[config.mk]
export PLATFORM = sky130hd
export DESIGN_NAME = ex_hazard_ctrl
export DESIGN_NICKNAME = d
export VERILOG_FILES = /design/src/rtl/hazard_pkg.sv /design/src/rtl/tag_match.sv /design/src/rtl/ex_hazard_ctrl.sv
export SDC_FILE = /design/constraint.sdc
export NUM_CORES = 1
export LEC_CHECK = 0
export CAP_MARGIN = 20
export CORE_MARGIN = 4
export CORE_UTILIZATION = 35
export DETAILED_ROUTE_END_ITERATION = 10
export PLACE_DENSITY = 0.54
export SLEW_MARGIN = 20
export SYNTH_ARGS = -nofsm -noshare
export SYNTH_HDL_FRONTEND = slang
export SYNTH_SLANG_ARGS = --single-unit
[constraint.sdc]
create_clock -name clk -period 5.8 [get_ports clk]
set_clock_uncertainty 0.2 [all_clocks]
set_input_delay 0.58 -clock clk [delete_from_list [all_inputs] [get_ports clk]]
set_output_delay 0.58 -clock clk [all_outputs]
set_load 0.02 [all_outputs]
[src/rtl/hazard_pkg.sv]
// Purpose: shared types for the EX-stage hazard controller (stage tag records, FSM state).
// Latency: n/a (types and constants only).
// Backpressure: n/a.
package hazard_pkg;

    // Register-index width baked into the tag records; the top-level REG_W must match.
    localparam int HZ_REG_W = 4;

    // Link register; the decoder already steers call destinations here, so no special case is needed.
    localparam logic [HZ_REG_W-1:0] REG_R15 = HZ_REG_W'(15);

    // Destination-side tag carried by every stage (EX, MA, RW).
    typedef struct packed {
        logic                valid;
        logic [HZ_REG_W-1:0] rd;
        logic                writes_rd;
        logic                is_load;
    } stage_rec_t;

    // EX additionally remembers what it reads, for forwarding lookups.
    typedef struct packed {
        stage_rec_t          tag;
        logic [HZ_REG_W-1:0] src1;
        logic [HZ_REG_W-1:0] src2;
        logic                uses1;
        logic                uses2;
    } ex_rec_t;

    typedef enum logic {
        RUN      = 1'b0,
        LD_STALL = 1'b1
    } hz_state_t;

endpackage

[src/rtl/tag_match.sv]
// Purpose: compares one downstream stage tag against one EX source operand.
// Latency: combinational.
// Backpressure: none.
// Ports: stage (MA or RW tag), ex_valid/ex_uses/ex_src (EX operand), hit (forwarding candidate).
module tag_match
    import hazard_pkg::*;
(
    input  stage_rec_t          stage,
    input  logic                ex_valid,
    input  logic                ex_uses,
    input  logic [HZ_REG_W-1:0] ex_src,
    output logic                hit
);

    // Load-ness is judged by the caller; a hit is purely "same register, both live".
    logic unused_is_load;
    assign unused_is_load = stage.is_load;

    assign hit = stage.valid && stage.writes_rd && ex_valid && ex_uses && (stage.rd == ex_src);

endmodule

[src/rtl/ex_hazard_ctrl.sv]
// Purpose: EX-stage interlock/forwarding controller: forwarding selects, load-use stall, branch flush, event counters.
// Latency: forwarding selects combinational from registered tags; stall/flush/bubble combinational, act at next edge.
// Backpressure: load-use holds IF/OF for one cycle and bubbles EX; taken branch flushes OF and bubbles EX.
// Ports: clk/reset (sync, active high); OF_* describe the instruction in OF; EX_is_Branch_Taken from branch unit;
//        is_MA/RW_EX_conflict_src1/2 drive operand muxes; stall_IF_OF/flush_OF/bubble_EX to front end;
//        stall_count/flush_count saturating event counters.
module ex_hazard_ctrl
    import hazard_pkg::*;
#(
    parameter int REG_W = HZ_REG_W,
    parameter int CNT_W = 16
)
(
    input  logic             clk,
    input  logic             reset,
    input  logic             OF_valid,
    input  logic [REG_W-1:0] OF_src1,
    input  logic [REG_W-1:0] OF_src2,
    input  logic             OF_uses_src1,
    input  logic             OF_uses_src2,
    input  logic [REG_W-1:0] OF_rd,
    input  logic             OF_writes_rd,
    input  logic             OF_is_load,
    input  logic             EX_is_Branch_Taken,
    output logic             is_MA_EX_conflict_src1,
    output logic             is_MA_EX_conflict_src2,
    output logic             is_RW_EX_conflict_src1,
    output logic             is_RW_EX_conflict_src2,
    output logic             stall_IF_OF,
    output logic             flush_OF,
    output logic             bubble_EX,
    output logic [CNT_W-1:0] stall_count,
    output logic [CNT_W-1:0] flush_count
);

    ex_rec_t    ex_r;
    stage_rec_t ma_r;
    stage_rec_t rw_r;
    hz_state_t  state;
    ex_rec_t    of_rec;

    logic hit_ma1, hit_ma2, hit_rw1, hit_rw2;
    logic load_use;

    // RW only feeds the register file from here on; its load flag is never consulted.
    logic unused_rw_load;
    assign unused_rw_load = rw_r.is_load;

    always_comb begin
        of_rec               = '0;
        of_rec.tag.valid     = OF_valid;
        of_rec.tag.rd        = OF_rd;
        of_rec.tag.writes_rd = OF_writes_rd;
        of_rec.tag.is_load   = OF_is_load;
        of_rec.src1          = OF_src1;
        of_rec.src2          = OF_src2;
        of_rec.uses1         = OF_uses_src1;
        of_rec.uses2         = OF_uses_src2;
    end

    tag_match u_ma_src1 (.stage(ma_r), .ex_valid(ex_r.tag.valid), .ex_uses(ex_r.uses1), .ex_src(ex_r.src1), .hit(hit_ma1));
    tag_match u_ma_src2 (.stage(ma_r), .ex_valid(ex_r.tag.valid), .ex_uses(ex_r.uses2), .ex_src(ex_r.src2), .hit(hit_ma2));
    tag_match u_rw_src1 (.stage(rw_r), .ex_valid(ex_r.tag.valid), .ex_uses(ex_r.uses1), .ex_src(ex_r.src1), .hit(hit_rw1));
    tag_match u_rw_src2 (.stage(rw_r), .ex_valid(ex_r.tag.valid), .ex_uses(ex_r.uses2), .ex_src(ex_r.src2), .hit(hit_rw2));

    // A load sitting in MA has no data yet, so it blocks MA forwarding. It still counts as
    // the youngest writer, which suppresses the stale RW value.
    assign is_MA_EX_conflict_src1 = hit_ma1 && !ma_r.is_load;
    assign is_MA_EX_conflict_src2 = hit_ma2 && !ma_r.is_load;
    assign is_RW_EX_conflict_src1 = hit_rw1 && !hit_ma1;
    assign is_RW_EX_conflict_src2 = hit_rw2 && !hit_ma2;

    assign load_use = ex_r.tag.valid && ex_r.tag.is_load && ex_r.tag.writes_rd && OF_valid &&
                      ((OF_uses_src1 && (OF_src1 == ex_r.tag.rd)) ||
                       (OF_uses_src2 && (OF_src2 == ex_r.tag.rd)));

    // The taken branch squashes the OF instruction, so its load-use stall is moot.
    assign stall_IF_OF = load_use && !EX_is_Branch_Taken;
    assign flush_OF    = EX_is_Branch_Taken;
    assign bubble_EX   = load_use || EX_is_Branch_Taken;

    always_ff @(posedge clk) begin
        if (reset) begin
            ex_r <= '0;
            ma_r <= '0;
            rw_r <= '0;
        end else begin
            rw_r <= ma_r;
            ma_r <= ex_r.tag;
            if (OF_valid && !bubble_EX) begin
                ex_r <= of_rec;
            end else begin
                ex_r <= '0;
            end
        end
    end

    // One stall cycle is always enough: the load reaches MA, the consumer then follows it
    // one stage behind and picks the data up from RW.
    always_ff @(posedge clk) begin
        if (reset) begin
            state <= RUN;
        end else begin
            case (state)
                RUN:      if (stall_IF_OF) state <= LD_STALL;
                LD_STALL: state <= RUN;
                default:  state <= RUN;
            endcase
        end
    end

    always_ff @(posedge clk) begin
        if (reset) begin
            stall_count <= '0;
            flush_count <= '0;
        end else begin
            if (stall_IF_OF && (stall_count != {CNT_W{1'b1}})) begin
                stall_count <= stall_count + CNT_W'(1);
            end
            if (flush_OF && (flush_count != {CNT_W{1'b1}})) begin
                flush_count <= flush_count + CNT_W'(1);
            end
        end
    end

    // EX is always a bubble while in LD_STALL, so a fresh load-use here means the pipeline lost sync.
    a_no_back_to_back_ld_stall: assert property (@(posedge clk) disable iff (reset)
        (state == LD_STALL) |-> !load_use);

endmodule

==> results of run 1 <==
==> worst paths after layout <==
path         slack (ns)  depth (start not counted)                           to                          from
max                2.38                          6                  stall_IF_OF                    OF_src1[0]
min                0.26                          1           rw_r[1]$_SDFF_PP0_            ma_r[1]$_SDFF_PP0_
max reg2reg        3.49                          5  stall_count[7]$_SDFFE_PP0P_  stall_count[12]$_SDFFE_PP0P_
min reg2reg        0.26                          1           rw_r[1]$_SDFF_PP0_            ma_r[1]$_SDFF_PP0_
==> area by class of cell <==
class                           count  area share, %
Tap cell                          102           3.44
Multi-Input combinational cell    228           40.7
Clock buffer                       10           3.44
Clock inverter                      6           2.97
Timing Repair Buffer               59           15.7
Sequential cell                    62           33.4
Inverter                            3          0.303
==> cells in the mapped netlist, types with 8 or more instances <==
cell type / n
nor4_1: 8
a21oi_1: 12
or4_1: 8
nand4_1: 11
nand3_1: 20
and2_1: 16
xnor2_1: 17
nand2_1: 11
dfxtp_1: 62
xor2_1: 19
nor2_1: 27
nor2b_1: 19
==> registers in the layout, indices dropped and copies added, names as in the netlist <==
name and cells:
ex_r 17, flush_count 16, stall_count 16, ma_r 7
rw_r 6
==> worst max-delay path: stages <==
cell and delay (ns):
clkdlybuf4s50_1 0.45, xnor2_1 0.27, nand4_1 0.16, o22a_1 0.39, nor2_1 0.15, clkdlybuf4s50_1 0.63
==> power by group <==
group          switching (W)  internal, W   total, W  leakage [nW]
clock               0.000166     0.000285   0.000451         0.112
sequential        0.00000547     0.000432   0.000437         0.502
combinational      0.0000262    0.0000257  0.0000519         0.677
total               0.000198     0.000742   0.000940          1.29
==> kinds of logic after synthesis <==
family	after synthesis	synth area share, %
AND/OR/NAND/NOR	148	30.6
flip-flops	62	44.0
buffers and inverters	14	2.84
adder cells (fa/ha/maj)	2	0.886
XOR/XNOR	36	11.2
multiplexers	5	1.99
AO/OA/AOI/OAI	37	8.55
==> through the flow <==
| stage | utilization [%] | cells | setup WS, ns | hold slack (ns) | power [W] |
|---|---|---|---|---|---|
| after floorplan | - | 304 | 3.45 | 0.230 | 0.000474 |
| after global placement | 44.6 | 454 | 2.38 | 0.255 | 0.000499 |
| after detailed placement | 44.7 | 454 | 2.39 | 0.258 | 0.000500 |
| after global routing | 47.8 | 470 | 2.18 | 0.283 | 0.000976 |
| final | 47.8 | 470 | 2.38 | 0.261 | 0.000940 |
| after CTS | 47.8 | 470 | 2.37 | 0.265 | 0.000954 |
==> layout by cell type (no fill, tap or decap), types with 2 or more instances in the layout <==
cell             Yosys  layout
dfxtp_1             62      62
clkdlybuf4s50_1      0      57
nor2_1              27      27
nand3_1             20      20
xor2_1              19      19
nor2b_1             19      19
xnor2_1             17      17
and2_1              16      16
a21oi_1             12      12
nand4_1             11      11
nand2_1             11      11
clkbuf_8             1       9
nor4_1               8       8
or4_1                8       8
o21ai_0              7       7
nor3_1               7       7
and4_1               5       5
or3_1                5       5
o31ai_1              5       5
mux2_2               5       5
inv_1                3       3
bufinv_16            0       3
o22a_1               2       2
o41ai_1              2       2
nor4b_1              2       2
o2111ai_1            2       2
and3_1               2       2
ha_1                 2       2
clkinvlp_4           0       2
==> routing by layer <==
layer / GRT usage (%) / vias to the layer above
met5: 0 / -
met1: 18.4 / 1079
met3: 4.50 / 5
met4: 4.79 / 0
met2: 22.1 / 52
li1: - / 1213
==> flow_summary.ini, run 1 <==
[sta]
timing.final.crit_share_pct = 59.0
hold_violations = 0
rsz0062_at_grt = no
period_needed_ns = 3.42
drv_slew = 0
fin_tns_setup_ns = 0
setup_viol = 0
max_slew.worst_pin.slew_ns = 0.683
max_freq_mhz = 292
relSlewSlack_pct = 54.3

[global_routing]
grt_pass1_wl_um = 11000
gr-usage-all-layers_pct = 14.1
grt_pass1_vias = 2258
antenna_found_initial = 0
grt_overflow_total = 0
grt_max_degree = 52

[detailed_routing]
highest_layer = met4
wl_met3_um = 349
drt_iter0_drc = 78
drc = 0
vias = 2349
wl_per_cell_um = 14.1
wl_met2_um = 3060
vias_per_cell = 5.00
firstDrtPassIters = 4
wl_um = 6630
ant_nets = 0
drt-met1-wl_um = 3150

[cts]
cts_root_buffer = clkbuf_8
cts_resized = 0
clk_pin_slew_ns = 0.07
clock_sinks = 62
cts_tree = yes
post_cts_buffers = 0
cts_inserted_buffers = 9
htree_levels = 3
hold_buffers = 0
clock_latency_ns = 0.33
max-clock-path-buffers = 2

[yosys]
synth.distinct_cells = 44
netlist.area_leader.share_pct = 44.0
synth_fp_nets = 326
ys_seq_area_share_pct = 44.0
syn_avg_cell_area_um2 = 9.29
synth_seq_cells = 62
synth_area_mm2 = 0.00282
synth_flop_cell = dfxtp_1
yosys_warnings = 0
synth.area.top_cells = dfxtp_1 44%, xor2_1 5.9%, xnor2_1 5.3%
ys_async_sr_fraction_pct = 0
yosys.area.top_type = dfxtp_1
syn_inst = 304
synth_edf_count = 0

[floorplan]
io_pins = 59
num_rows = 32
die_w_um = 97.8
die_area_mm2 = 0.00957
core_mm2 = 0.00777
initial_core_util_pct = 36.4
die_h_um = 97.8

[min_path]
min_path_type = reg -> reg

[worst_setup_path]
cp_max_fo = 13
critical_path_required_ns = 5.02
cp-start-kind = input pin
cp-end-kind = primary output
arrival_ns = 2.64
critical_path_class = in -> out

[layout]
syn_to_final_growth_pct = 31.5
final_nets = 385
drive_gt1_share_pct = 7.61
stdcell_area_mm2 = 0.00371
n_antenna_cell = 0
nFillCells = 766
multiInputGateArea_mm2 = 0.00151
seq_area_mm2 = 0.00124

[place]
portBuffers = 58
dpl-instance-area_mm2 = 0.00347
dp_hpwl_um = 4820
gp_congestion = 0.754

[pwr]
p_leak_nw = 1.29
worst_ir_drop_vdd_v = 0.000141
p_per_area_mw_per_mm2 = 253

[run_status]
outcome = finished clean

[flow_run]
drv_cap = 0
Note: power is estimated with default switching activity, not from simulation.
==> run 2: changes to the inputs <==
--- a/config.mk
+++ b/config.mk
@@ -9,7 +9,7 @@
 export CORE_MARGIN = 4
 export CORE_UTILIZATION = 35
 export DETAILED_ROUTE_END_ITERATION = 10
-export PLACE_DENSITY = 0.54
+export PLACE_DENSITY = 0.57
 export SLEW_MARGIN = 20
 export SYNTH_ARGS = -nofsm -noshare
 export SYNTH_HDL_FRONTEND = slang
==> constraint.sdc (replaced) <==
create_clock -name clk -period 2.8 [get_ports clk]
set_clock_uncertainty 0.2 [all_clocks]
set_input_delay 0.28 -clock clk [delete_from_list [all_inputs] [get_ports clk]]
set_output_delay 0.28 -clock clk [all_outputs]
set_load 0.02 [all_outputs]
==> flow_summary.ini, run 2 (same netlist as run 1, synthesis figures left out) <==
[run_status]
outcome = finished clean

[detailed_routing]
firstDrtPassIters = 4
wl_um = 6600
vias = 2384
ant_nets = 0
drc = 0
drt_iter0_drc = 72
wl_per_cell_um = 13.9
vias_per_cell = 5.04

[worst_setup_path]
arrival_ns = 2.17
critical_path_class = in -> out
cp-end-kind = primary output
r2r-end = stall_count[7]$_SDFFE_PP0P_
regToRegSetupSlack_ns = 0.52
reg2reg_from = stall_count[12]$_SDFFE_PP0P_
critical_path_required_ns = 2.32
ff2ff_path_depth = 5
cp-start-kind = input pin
cp_max_fo = 2

[pwr]
worst_ir_drop_vdd_v = 0.000206
p_total_w = 0.00187
p_per_area_mw_per_mm2 = 503
p_leak_nw = 1.30

[sta]
relSlewSlack_pct = 54.0
max_slew.worst_pin.slew_ns = 0.686
hold_violations = 0
drv_slew = 0
setup_viol = 0
rsz0062_at_grt = no
fin_tns_setup_ns = 0
period_needed_ns = 2.65
max_freq_mhz = 377
timing.final.crit_share_pct = 94.7

[global_routing]
grt_overflow_total = 0
antenna_found_initial = 0
grt_pass1_wl_um = 11100
grt_pass1_vias = 2270
grt_max_degree = 51
gr-usage-all-layers_pct = 14.2

[cts]
hold_buffers = 0
post_cts_buffers = 0
cts_tree = yes
clock_latency_ns = 0.34
cts_inserted_buffers = 9
clock_sinks = 62
max-clock-path-buffers = 2
clk_pin_slew_ns = 0.06
cts_resized = 0
htree_levels = 3
cts_root_buffer = clkbuf_8

[place]
portBuffers = 58
dp_hpwl_um = 4790
gp_congestion = 0.777

[floorplan]
num_rows = 32
core_mm2 = 0.00777
die_w_um = 97.8
io_pins = 59
initial_core_util_pct = 36.4
die_h_um = 97.8
die_area_mm2 = 0.00957

[layout]
regMostFlops = ex_r
final_cell_mix = 62 x dfxtp_1, 57 x clkdlybuf4s50_1, 27 x nor2_1
final_common_cell = dfxtp_1
n_antenna_cell = 0
largest_register_ffs = 17
drive_gt1_share_pct = 8.36
syn_to_final_growth_pct = 31.4
final_nets = 388
nFillCells = 783
top_regs = ex_r x17, flush_count x16, stall_count x16

[min_path]
hold_end = ex_r[16]$_SDFF_PP0_
hold_path_depth = 2
min_from = reset
min_path_type = in -> reg

[flow_run]
drv_cap = 0
[run 2: worst max path at each step]
stage / slack (ns) / end / startpoint
2_1_floorplan: 0.52 / stall_count[9]$_SDFFE_PP0P_ / stall_count[2]$_SDFFE_PP0P_
3_3_place_gp: 0.16 / stall_count[7]$_SDFFE_PP0P_ / OF_src1[0]
3_5_place_dp: 0.14 / ex_r[13]$_SDFF_PP0_ / OF_valid
4_1_cts: 0.14 / stall_IF_OF / OF_src1[0]
5_1_grt: 0.04 / stall_IF_OF / OF_src1[0]
6_report: 0.15 / stall_IF_OF / OF_src1[0]
[run 2: through the flow]
stage	util (%)	cell area, um2	hold WS, ns	setup WS [ns]	cells
3_5_place_dp	44.9	3490	0.262	0.138	457
4_1_cts	47.7	3700	0.0645	0.136	473
6_report	47.8	3710	0.0472	0.147	473
3_3_place_gp	44.9	3490	0.247	0.164	457
5_1_grt	47.8	3710	0.0318	0.0394	473
2_1_floorplan	-	2820	0.202	0.519	304
[run 2: critical path, stage by stage]
cell and delay, ns:
clkdlybuf4s50_1 0.45, xnor2_1 0.26, nand4_1 0.16, o22a_1 0.27, nor2_1 0.13, clkdlybuf4s50_1 0.63
[run 2: layout make-up]
cell class | count | area (um2) | share of cell area [%]
Multi-Input combinational cell | 228 | 1510 | 40.7
Clock inverter | 6 | 86.3 | 2.33
Timing Repair Buffer | 62 | 606 | 16.3
Clock buffer | 10 | 128 | 3.44
Tap cell | 102 | 128 | 3.44
Inverter | 3 | 11.3 | 0.303
Sequential cell | 62 | 1240 | 33.4
[run 2: power breakdown]
group	total [W]	switching, W	internal, W
logic	0.000109	0.0000542	0.0000543
clock network	0.000853	0.000353	0.000499
registers	0.000905	0.0000113	0.000894
total	0.00187	0.000419	0.00145
[run 2: per-layer routing]
layer  vias to the layer above  wire, um  global-route usage, %
met4                         0       116                   5.54
li1                       1214         -                      -
met3                        12       380                   5.29
met5                         -         0                      0
met2                        51      3080                   22.4
met1                      1107      3020                   17.6
